==> src/rtl/dht11_responder.sv <==
// DHT11 sensor-side responder: waits for a host start-low, then answers with the
// response preamble and a 40-bit humidity/temperature frame on an open-drain line.
module dht11_responder #(
  parameter int unsigned CLKS_PER_US  = 100,
  parameter int unsigned START_MIN_US = 18000,
  parameter int unsigned ACK_DELAY_US = 30
) (
  input  logic       clk,
  input  logic       reset,
  input  logic       line_in,
  output logic       line_oe,
  input  logic [7:0] hum_int,
  input  logic [7:0] hum_float,
  input  logic [7:0] temp_int,
  input  logic [7:0] temp_float,
  output logic       busy,
  output logic       frame_done,
  output logic       error
);

  localparam int unsigned CycW = (CLKS_PER_US > 1) ? $clog2(CLKS_PER_US) : 1;
  localparam logic [CycW-1:0] CycLast = CycW'(CLKS_PER_US - 1);
  localparam logic [15:0] StartMin = 16'(START_MIN_US);
  localparam logic [15:0] AckDelay = 16'(ACK_DELAY_US);

  localparam logic [2:0] StIdle     = 3'd0;
  localparam logic [2:0] StHostLow  = 3'd1;
  localparam logic [2:0] StAckWait  = 3'd2;
  localparam logic [2:0] StRespLow  = 3'd3;
  localparam logic [2:0] StRespHigh = 3'd4;
  localparam logic [2:0] StBitLow   = 3'd5;
  localparam logic [2:0] StBitHigh  = 3'd6;
  localparam logic [2:0] StEndLow   = 3'd7;

  logic            line_s1_q, line_s2_q;
  logic [2:0]      state_q, state_d;
  logic [CycW-1:0] cyc_q, cyc_d;
  logic [15:0]     us_q, us_d;
  logic [39:0]     sh_q, sh_d;
  logic [5:0]      bit_q, bit_d;
  logic            low_q, low_d;
  logic            oe_q, oe_d;
  logic            done_q, done_d;
  logic            err_q, err_d;

  logic        tick;
  logic        watch;
  logic        phase_end;
  logic [15:0] dur;
  logic [7:0]  parity;

  assign tick   = (cyc_q == CycLast);
  assign parity = hum_int + hum_float + temp_int + temp_float;
  assign watch  = (state_q == StAckWait) || (state_q == StRespHigh) || (state_q == StBitHigh);

  always_comb begin
    dur = 16'd50;
    case (state_q)
      StAckWait:              dur = AckDelay;
      StRespLow, StRespHigh:  dur = 16'd80;
      StBitHigh:              dur = sh_q[39] ? 16'd70 : 16'd26;
      default:                dur = 16'd50;
    endcase
  end

  assign phase_end = tick && (us_q == dur - 16'd1);

  always_comb begin
    state_d = state_q;
    us_d    = us_q;
    sh_d    = sh_q;
    bit_d   = bit_q;
    low_d   = low_q;
    done_d  = 1'b0;
    err_d   = 1'b0;

    case (state_q)
      StIdle: begin
        us_d  = '0;
        bit_d = '0;
        if (!line_s2_q) state_d = StHostLow;
      end
      StHostLow: begin
        if (line_s2_q) begin
          if (us_q >= StartMin) begin
            state_d = StAckWait;
            sh_d    = {hum_int, hum_float, temp_int, temp_float, parity};
          end else begin
            state_d = StIdle;
          end
        end else if (tick && (us_q < StartMin)) begin
          us_d = us_q + 16'd1;
        end
      end
      default: begin
        if (phase_end) begin
          case (state_q)
            StAckWait:  state_d = StRespLow;
            StRespLow:  state_d = StRespHigh;
            StRespHigh: state_d = StBitLow;
            StBitLow:   state_d = StBitHigh;
            StBitHigh: begin
              sh_d    = {sh_q[38:0], 1'b0};
              bit_d   = bit_q + 6'd1;
              state_d = (bit_q == 6'd39) ? StEndLow : StBitLow;
            end
            default: begin
              state_d = StIdle;
              done_d  = 1'b1;
            end
          endcase
        end else if (tick) begin
          us_d = us_q + 16'd1;
        end
        // Another driver pulling low while we are released: abort the frame.
        if (watch && tick) begin
          if (!line_s2_q) begin
            if (low_q) begin
              state_d = StIdle;
              err_d   = 1'b1;
              done_d  = 1'b0;
            end else begin
              low_d = 1'b1;
            end
          end else begin
            low_d = 1'b0;
          end
        end
      end
    endcase

    if (state_d != state_q) begin
      us_d  = '0;
      low_d = 1'b0;
    end
  end

  always_comb begin
    cyc_d = cyc_q + CycW'(1);
    if ((state_d != state_q) || tick) cyc_d = '0;
  end

  assign oe_d = (state_d == StRespLow) || (state_d == StBitLow) || (state_d == StEndLow);

  always_ff @(posedge clk or negedge reset) begin
    if (!reset) begin
      line_s1_q <= 1'b1;
      line_s2_q <= 1'b1;
      state_q   <= StIdle;
      cyc_q     <= '0;
      us_q      <= '0;
      sh_q      <= '0;
      bit_q     <= '0;
      low_q     <= 1'b0;
      oe_q      <= 1'b0;
      done_q    <= 1'b0;
      err_q     <= 1'b0;
    end else begin
      line_s1_q <= line_in;
      line_s2_q <= line_s1_q;
      state_q   <= state_d;
      cyc_q     <= cyc_d;
      us_q      <= us_d;
      sh_q      <= sh_d;
      bit_q     <= bit_d;
      low_q     <= low_d;
      oe_q      <= oe_d;
      done_q    <= done_d;
      err_q     <= err_d;
    end
  end

  assign line_oe    = oe_q;
  assign frame_done = done_q;
  assign error      = err_q;
  assign busy       = (state_q != StIdle) && (state_q != StHostLow);

endmodule

==> config.mk <==
export PLATFORM = sky130hd
export DESIGN_NAME = dht11_responder
export DESIGN_NICKNAME = d
export VERILOG_FILES = /design/src/rtl/dht11_responder.sv
export SDC_FILE = /design/constraint.sdc
export NUM_CORES = 1
export LEC_CHECK = 0
export CAP_MARGIN = 0
export CORE_MARGIN = 8
export CORE_UTILIZATION = 40
export CTS_CLUSTER_SIZE = 30
export DETAILED_ROUTE_END_ITERATION = 10
export PLACE_DENSITY = 0.66
export SLEW_MARGIN = 20
export SYNTH_ARGS = -nofsm -noshare
export SYNTH_HDL_FRONTEND = slang
export SYNTH_SLANG_ARGS = --single-unit
==> constraint.sdc <==
create_clock -name clk -period 3.9 [get_ports clk]
set_clock_uncertainty 0.1 [all_clocks]
set_input_delay 0.975 -clock clk [delete_from_list [all_inputs] [get_ports clk]]
set_output_delay 0.975 -clock clk [all_outputs]
set_load 0.01 [all_outputs]
==> results.json, run 1 <==
{
  "diodes": 0,
  "cap_violations": 0,
  "cts_sinks": 78,
  "hold_buffers": 0,
  "die_x_um": 123,
  "synth_mux_area_share_pct": 0.684,
  "pwr-share-clk_pct": 42.0,
  "worst_slew_pin_slew_ps": 794,
  "ff2ff_setup_slack_ps": 440,
  "viasPerCell": 5.46,
  "die_h_um": 123,
  "cts_tree": "done",
  "fin_crit_sh_pct": 96.8,
  "slew-limit-headroom_pct": 46.9,
  "final_common_cell": "nand2_1",
  "clk_pin_slew_ps": 60,
  "clock-root-buffer": "clkbuf_16",
  "rr_startpoint": "state_q[2]",
  "grt_first_pass_wirelength_mm": 19.0,
  "synth_adder_area_share_pct": 9.69,
  "synth_xor_area_share_pct": 4.41,
  "cts_buffers": 9,
  "htree_levels": 3,
  "cts_buffer_depth": 2,
  "final_cell_mix": "90 x nand2_1, 76 x dfrtp_1, 64 x nor2_1, 37 x a31oi_1, 30 x clkdlybuf4s50_1",
  "syn-instance-count": 510,
  "drv_slew": 0,
  "clock_latency_ps": 340,
  "final_util_pct": 48.9,
  "drtIter0Drc": 345,
  "remaining_drc_errors": 0,
  "port_buffers": 38,
  "yosysTopAreaCellShare_pct": 41.6,
  "grt_pass1_vias": 3808,
  "drive_above_1_share_pct": 8.73,
  "worstPathArrival_ps": 3900,
  "core_um2": 11300,
  "p_int_mw": 1.51,
  "drtPass1Iterations": 5,
  "yosysSeqAreaShare_pct": 42.7,
  "yosys_warnings": 0,
  "cp-start-kind": "primary input",
  "hold_path_depth": 0,
  "synth_area_um2": 4570,
  "ant_nets": 0,
  "critPathRequiredTime_ps": 4020,
  "hp-class": "reg2reg",
  "routed_wl_mm": 11.2,
  "globalplace.congestion": 0.847,
  "grt.total_usage_pct": 15.7,
  "dieArea_um2": 15100,
  "r2r_cells": 12,
  "ys_seq_elements": 78,
  "p_sw_mw": 0.492,
  "async_flop_share_pct": 100,
  "synthFlopType": "dfrtp_1",
  "final-setup-viol-count": 0,
  "grt.overflow.total": 0,
  "synth_edf_count": 0,
  "cellPowerDensity_nw_per_um2": 364,
  "pin_count": 39,
  "nets": 618,
  "crit_fanout": 2,
  "grt_start_max_net_pins": 79,
  "critical_path_class": "in2reg",
  "hold_start": "line_s1_q",
  "hpwl_mm": 7.95,
  "hold_violations": 0,
  "synth-compound-area-share_pct": 15.8,
  "avgSynthCellArea_um2": 8.96,
  "status": "finished, final reports clean",
  "synth_cell_types": 54,
  "finalSetupTns_ps": 0,
  "grt_setup_unrepaired": "false",
  "seq_power_share_pct": 42.3,
  "power_frac_comb_pct": 15.7,
  "yosysTopAreaCell": "dfrtp_1",
  "std_cell_rows": 39,
  "holdPathEnd": "line_s2_q",
  "ir_drop_mv": 0.181,
  "p_leak_nw": 2.39,
  "start_util_pct": 40.6,
  "clock.fmax_mhz": 265,
  "min_period_ps": 3780,
  "antenna_found_initial": 0,
  "critPathCaptureType": "flip-flop",
  "synth-simple-area-share_pct": 22.5,
  "fin_hold_ws_ps": 258,
  "syn_to_final_growth_pct": 20.5,
  "sw_frac_of_total_pct": 24.6,
  "synth_top_family_by_area": "simple AND/OR/NAND/NOR gates",
  "routedWlPerCell_um": 15.9,
  "vias": 3846,
  "synth.area.top_cells": "dfrtp_1 42%, nand2_1 7.4%, fa_1 6.1%",
  "regToRegEndpoint": "sh_q[34]",
  "synth_nets": 572
}
## stage by stage
step / instances / area (um2) / setup WS [ps] / power, mW
2_1_floorplan: 510 / 4570 / 235 / 1.03
3_3_place_gp: 688 / 5200 / -316 / 1.18
3_5_place_dp: 688 / 5200 / -353 / 1.18
4_1_cts: 704 / 5490 / 5.21 / 2.03
5_1_grt: 704 / 5510 / 16.8 / 2.11
6_report: 704 / 5510 / 123 / 2.01
## critical path, cell delays in order
cell	delay, ps
clkdlybuf4s50_1	450
fa_1	420
fa_1	500
ha_1	160
inv_1	50
fa_1	370
nor2b_1	160
nor3_1	80
o21bai_1	140
a21oi_1	90
xnor2_1	140
o21ai_0	90
mux2_2	260
## routing by layer
layer / vias to the layer above / part of all wire (%) / GRT usage [%]
met3: 9 / 3.9 / 3.52
met1: 1888 / 45 / 21.1
li1: 1878 / - / -
met5: - / 0 / 0
met4: 0 / 1.1 / 4.65
met2: 71 / 49 / 24.8
## power groups by stage
| stage | registers, mW | clock network [mW] | logic [mW] |
|---|---|---|---|
| floorplan | 0.859 | 0 | 0.170 |
| global route | 0.852 | 0.898 | 0.360 |
| detailed placement | 0.862 | 0 | 0.321 |
| finish | 0.848 | 0.842 | 0.315 |
| CTS | 0.848 | 0.858 | 0.322 |
| global placement | 0.862 | 0 | 0.314 |
## cells by family after synthesis
logic type | Yosys count
other cells | 1
flops | 78
simple gates | 221
mux | 3
fa+ha+maj | 27
buf+inv | 43
xor+xnor | 23
compound gates | 114
## area by class of cell
class                   count  area (um2)
well taps                 143         179
clock inverters             4        47.5
repair buffers             60         582
inverters                  18        67.6
flip-flops and latches     78        1950
fillers                  1050        5760
multi-input cells         389        2430
clock buffers              12         246
## flip-flops by register name (all words and copies together), names as in the netlist
signal and count:
bit_q 6, cyc_q 7, error 1, frame_done 1, line_oe 1, line_s1_q 1, line_s2_q 1, low_q 1
sh_q 40, state_q 3, us_q 16
## cells in the mapped netlist (3+ instances only)
library cell   n
nor3_1         5
nor2_1        65
o21ai_0       15
a31oi_1       37
o211ai_1       5
nor2b_1        3
xnor2_1       15
nand4b_1       4
clkbuf_1      10
nand3_1       18
or4_1          4
dfrtp_1       76
o22ai_1        4
ha_1          13
xor2_1         8
inv_1         17
fa_1          14
a21oi_1       29
nand4_1        5
buf_4          4
o31ai_1        6
and3_1         7
nor4_1         3
buf_2         10
nand2_1       90
or3_1          8
## how the worst max path moves through the flow
stage,start,end,slack [ps]
2_1_floorplan,hum_int[1],sh_q[7],240
3_3_place_gp,hum_float[1],sh_q[7],-320
3_5_place_dp,hum_float[1],sh_q[7],-350
4_1_cts,hum_float[1],sh_q[7],5
5_1_grt,hum_float[0],sh_q[7],20
6_report,hum_float[0],sh_q[7],120
## timing repair
item / in CTS / in global routing
pin swaps: 1 / 4
setup buffers: 0 / 0
resized for setup: 2 / 5
endpoints found under the setup margin: 1 / 1
(Power assumes the default switching activity.)
==> inputs of run 2 (changes only) <==
- CTS_BUF_LIST: not set -> sky130_fd_sc_hd__clkbuf_8 sky130_fd_sc_hd__clkbuf_16
- clock period: 3.9 -> 4.3 ns (I/O delays scaled with it)
==> results.json, run 2 (synthesis gave the netlist of run 1 again) <==
{
  "vias": 3809,
  "hold_path_depth": 0,
  "hpwl_mm": 8.01,
  "status": "finished, final reports clean",
  "crit_chain": "clkdlybuf4s50_1 > fa_1 > fa_1 > ha_1 > inv_1 > fa_1 > nor2b_1 > nor3_1 > o21bai_1 > a21oi_1 > xnor2_1 > o21ai_0 > mux2_2",
  "cpMaxStageDelayCell": "fa_1",
  "final_cell_mix": "90 x nand2_1, 76 x dfrtp_1, 64 x nor2_1, 37 x a31oi_1, 37 x clkdlybuf4s50_1",
  "critical_path_class": "in2reg",
  "worstPathArrival_ps": 4200,
  "final_util_pct": 48.3,
  "remaining_drc_errors": 0,
  "reg_top3": "sh_q (40), us_q (16), cyc_q (7)",
  "grt_pass1_vias": 3905,
  "routed_wl_mm": 11.1,
  "crit_fanout": 2,
  "r2r_cells": 13,
  "largest_reg_flops": 40,
  "clock_latency_ps": 340,
  "drtIter0Drc": 377,
  "antenna_found_initial": 0,
  "viasPerCell": 5.50,
  "drv_slew": 0,
  "dp_cells": 676,
  "seqCellArea_um2": 1950,
  "regMostFlops": "sh_q",
  "cts_tree": "done",
  "fill_cells": 1058,
  "critical_path.most_common_cell": "fa_1",
  "fin_hold_ws_ps": 258,
  "post_cts_resized": 0,
  "htree_levels": 3,
  "fin_crit_sh_pct": 95.0,
  "die_h_um": 123,
  "p_leak_nw": 2.32,
  "hold_violations": 0,
  "crit_start": "hum_int[1]",
  "cts_sinks": 78,
  "grt_setup_unrepaired": "false",
  "cts_buffers": 9,
  "worst_slew_pin_slew_ps": 908,
  "hold_buffers": 0,
  "globalplace.congestion": 0.857,
  "routed-wl-met3_um": 492,
  "cap_violations": 0,
  "worst_slack_ps": 213,
  "final_common_cell": "nand2_1",
  "hp-class": "reg2reg",
  "nets": 606,
  "drive_above_1_share_pct": 6.74,
  "slew-limit-headroom_pct": 39.3,
  "clock-root-buffer": "clkbuf_16",
  "cellPowerDensity_nw_per_um2": 351,
  "post_cts_buffers": 0,
  "grt.total_usage_pct": 15.8,
  "grt_start_max_net_pins": 79,
  "met1_length_mm": 4.87,
  "critPathCaptureType": "flip-flop",
  "dieArea_um2": 15100,
  "start_util_pct": 40.6,
  "ant_nets": 0,
  "holdPathEnd": "line_s2_q",
  "syn_to_final_growth_pct": 19.0,
  "routedWlPerCell_um": 16.0,
  "final-setup-viol-count": 0,
  "clock.fmax_mhz": 245,
  "regToRegEndpoint": "sh_q[27]",
  "wl_met2_mm": 5.54,
  "place_ws_ps": -121,
  "critPathMaxStageDelay_ps": 520,
  "hold_start": "line_s1_q",
  "drtPass1Iterations": 5,
  "die_x_um": 123,
  "multiInputGateArea_um2": 2430,
  "cp-start-kind": "primary input",
  "pin_count": 39,
  "timing.critical_path.buf_inv": 2,
  "rr_startpoint": "state_q[2]",
  "ir_drop_mv": 0.187,
  "diodes": 0,
  "cts_buffer_depth": 2,
  "critPathRequiredTime_ps": 4420,
  "fin_cells": 692,
  "clk_pin_slew_ps": 60,
  "core_um2": 11300,
  "maxUsedRoutingLayer": "met4",
  "ff2ff_setup_slack_ps": 750,
  "std_cell_rows": 39,
  "grt.overflow.total": 0,
  "grt_first_pass_wirelength_mm": 19.1,
  "min_period_ps": 4090,
  "port_buffers": 38,
  "path_delay_family": "adder cells"
}
run 2: cell type report:
class	instances	share of cell area (%)
Sequential cell	78	35.9
Multi-Input combinational cell	389	44.7
Timing Repair Buffer	48	8.40
Clock inverter	5	1.79
Inverter	18	1.24
Tap cell	143	3.29
Clock buffer	11	4.65
run 2: layer usage:
metal / vias to the layer above / GRT usage (%)
met1: 1853 / 20.0
met4: 0 / 5.26
met3: 12 / 2.69
met5: - / 0
li1: 1854 / -
met2: 90 / 26.7
run 2: stage by stage:
stage                     instance area (um2)  total power [mW]  TNS (ps)
final                                    5440              1.91         0
after global routing                     5440              1.99         0
after CTS                                5440              1.92         0
after detailed placement                 5080              1.04      -121
after global placement                   5080              1.03     -22.4
after floorplan                          4570             0.933         0
run 2: how the worst max path moves through the flow:
stage	to	slack [ps]	depth (start not counted)
after floorplan	sh_q[7]	540	12
after global placement	sh_q[7]	-20	13
after detailed placement	sh_q[7]	-120	13
after CTS	sh_q[7]	210	13
after global routing	sh_q[7]	60	13
final	sh_q[7]	210	13
run 2: power breakdown:
| part | switching (mW) | leakage [nW] | internal, mW |
|---|---|---|---|
| clock | 0.288 | 0.178 | 0.594 |
| combinational | 0.129 | 1.28 | 0.127 |
| sequential | 0.0135 | 0.858 | 0.757 |
==> inputs of run 3 (changes only) <==
- CAP_MARGIN: 0 -> 10
- CORE_ASPECT_RATIO: not set -> 0.8
- CORE_MARGIN: 8 -> 2
==> results.json, run 3 (synthesis gave the netlist of run 1 again) <==
{
  "status": "finished, final reports clean",
  "critPathCaptureType": "flip-flop",
  "syn_to_final_growth_pct": 19.3,
  "ant_nets": 0,
  "rr_startpoint": "state_q[2]",
  "r2r_cells": 13,
  "p_leak_nw": 2.31,
  "post_cts_resized": 0,
  "antenna_found_initial": 0,
  "nets": 607,
  "hp-class": "reg2reg",
  "cap_violations": 0,
  "holdPathEnd": "line_s2_q",
  "grt_first_pass_wirelength_mm": 18.7,
  "slew-limit-headroom_pct": 30.2,
  "routedWlPerCell_um": 15.7,
  "timing.critical_path.buf_inv": 2,
  "cts_buffers": 9,
  "die_x_um": 124,
  "critical_path.most_common_cell": "fa_1",
  "post_dp_cell_area_um2": 5120,
  "clock.fmax_mhz": 245,
  "die_h_um": 99.6,
  "stdcell_area_um2": 5460,
  "fin_hold_ws_ps": 251,
  "grt.overflow.total": 0,
  "final_util_pct": 49.5,
  "htree_levels": 3,
  "drtPass1Iterations": 5,
  "seqCellArea_um2": 1950,
  "dieArea_um2": 12300,
  "multiInputGateArea_um2": 2430,
  "grt_setup_unrepaired": "false",
  "power_mw": 1.87,
  "worst_slack_ps": 225,
  "place_ws_ps": -107,
  "fill_cells": 1013,
  "dp_cells": 678,
  "finalSetupTns_ps": 0,
  "min_period_ps": 4070,
  "drive_above_1_share_pct": 7.27,
  "cp-start-kind": "primary input",
  "hold_violations": 0,
  "final_cell_mix": "90 x nand2_1, 76 x dfrtp_1, 64 x nor2_1, 37 x a31oi_1, 37 x clkdlybuf4s50_1",
  "globalplace.congestion": 0.878,
  "drtIter0Drc": 291,
  "largest_reg_flops": 40,
  "critical_path_class": "in2reg",
  "critPathMaxStageDelay_ps": 530,
  "post_cts_buffers": 0,
  "hold_start": "line_s1_q",
  "hold_path_depth": 0,
  "start_util_pct": 41.5,
  "grt_pass1_vias": 3677,
  "worst_slew_pin_slew_ps": 1050,
  "routed_wl_mm": 10.9,
  "grt_start_max_net_pins": 79,
  "ir_drop_mv": 0.198,
  "regToRegEndpoint": "sh_q[33]",
  "crit_fanout": 2,
  "clock_latency_ps": 340,
  "cts_buffer_depth": 2,
  "fin_crit_sh_pct": 94.8,
  "remaining_drc_errors": 0,
  "drv_slew": 0,
  "std_cell_rows": 34,
  "cpMaxStageDelayCell": "fa_1",
  "reg_top3": "sh_q (40), us_q (16), cyc_q (7)",
  "regMostFlops": "sh_q",
  "path_delay_family": "adder cells",
  "grt.total_usage_pct": 19.3,
  "critPathRequiredTime_ps": 4420,
  "cellPowerDensity_nw_per_um2": 342,
  "diodes": 0,
  "hold_buffers": 0,
  "vias": 3815,
  "final_common_cell": "nand2_1",
  "worstPathArrival_ps": 4200,
  "cts_tree": "done",
  "clock-root-buffer": "clkbuf_16",
  "final-setup-viol-count": 0,
  "ff2ff_setup_slack_ps": 740,
  "fin_cells": 694,
  "pin_count": 39,
  "clk_pin_slew_ps": 60,
  "cts_sinks": 78,
  "crit_chain": "clkdlybuf4s50_1 > fa_1 > fa_1 > ha_1 > inv_1 > fa_1 > nor2b_1 > nor3_1 > o21bai_1 > a21oi_1 > xnor2_1 > o21ai_0 > mux2_2",
  "port_buffers": 38,
  "hpwl_mm": 7.79,
  "core_um2": 11000,
  "viasPerCell": 5.50
}
-- run 3: cell type report --
class | instances | share of cell area (%)
tap | 144 | 3.30
clock inverter | 5 | 1.49
clock buffer | 11 | 4.63
multi-input combinational | 389 | 44.6
inverter | 18 | 1.24
sequential | 78 | 35.8
timing repair buffer | 49 | 8.97
-- run 3: report_power, final --
part / total, mW / internal (mW) / switching, mW
logic: 0.252 / 0.126 / 0.125
registers: 0.769 / 0.757 / 0.0122
clock network: 0.844 / 0.540 / 0.304
total: 1.87 / 1.42 / 0.442
-- run 3: worst max path at each step --
stage	start	to	slack, ps	depth (start not counted)
detailed placement	hum_int[1]	sh_q[7]	-110	13
global route	hum_int[1]	sh_q[7]	40	13
finish	hum_float[1]	sh_q[7]	230	13
CTS	hum_int[1]	sh_q[7]	240	13
global placement	hum_int[1]	sh_q[7]	-50	13
floorplan	hum_int[1]	sh_q[7]	540	12
-- run 3: routing by layer --
layer  global-route usage, %  part of all wire [%]  vias up
li1                        -                     -     1861
met3                    5.62                   5.6        7
met2                    26.6                    44       87
met5                       0                     0        -
met4                    4.81                  0.79        0
met1                    29.5                    50     1860
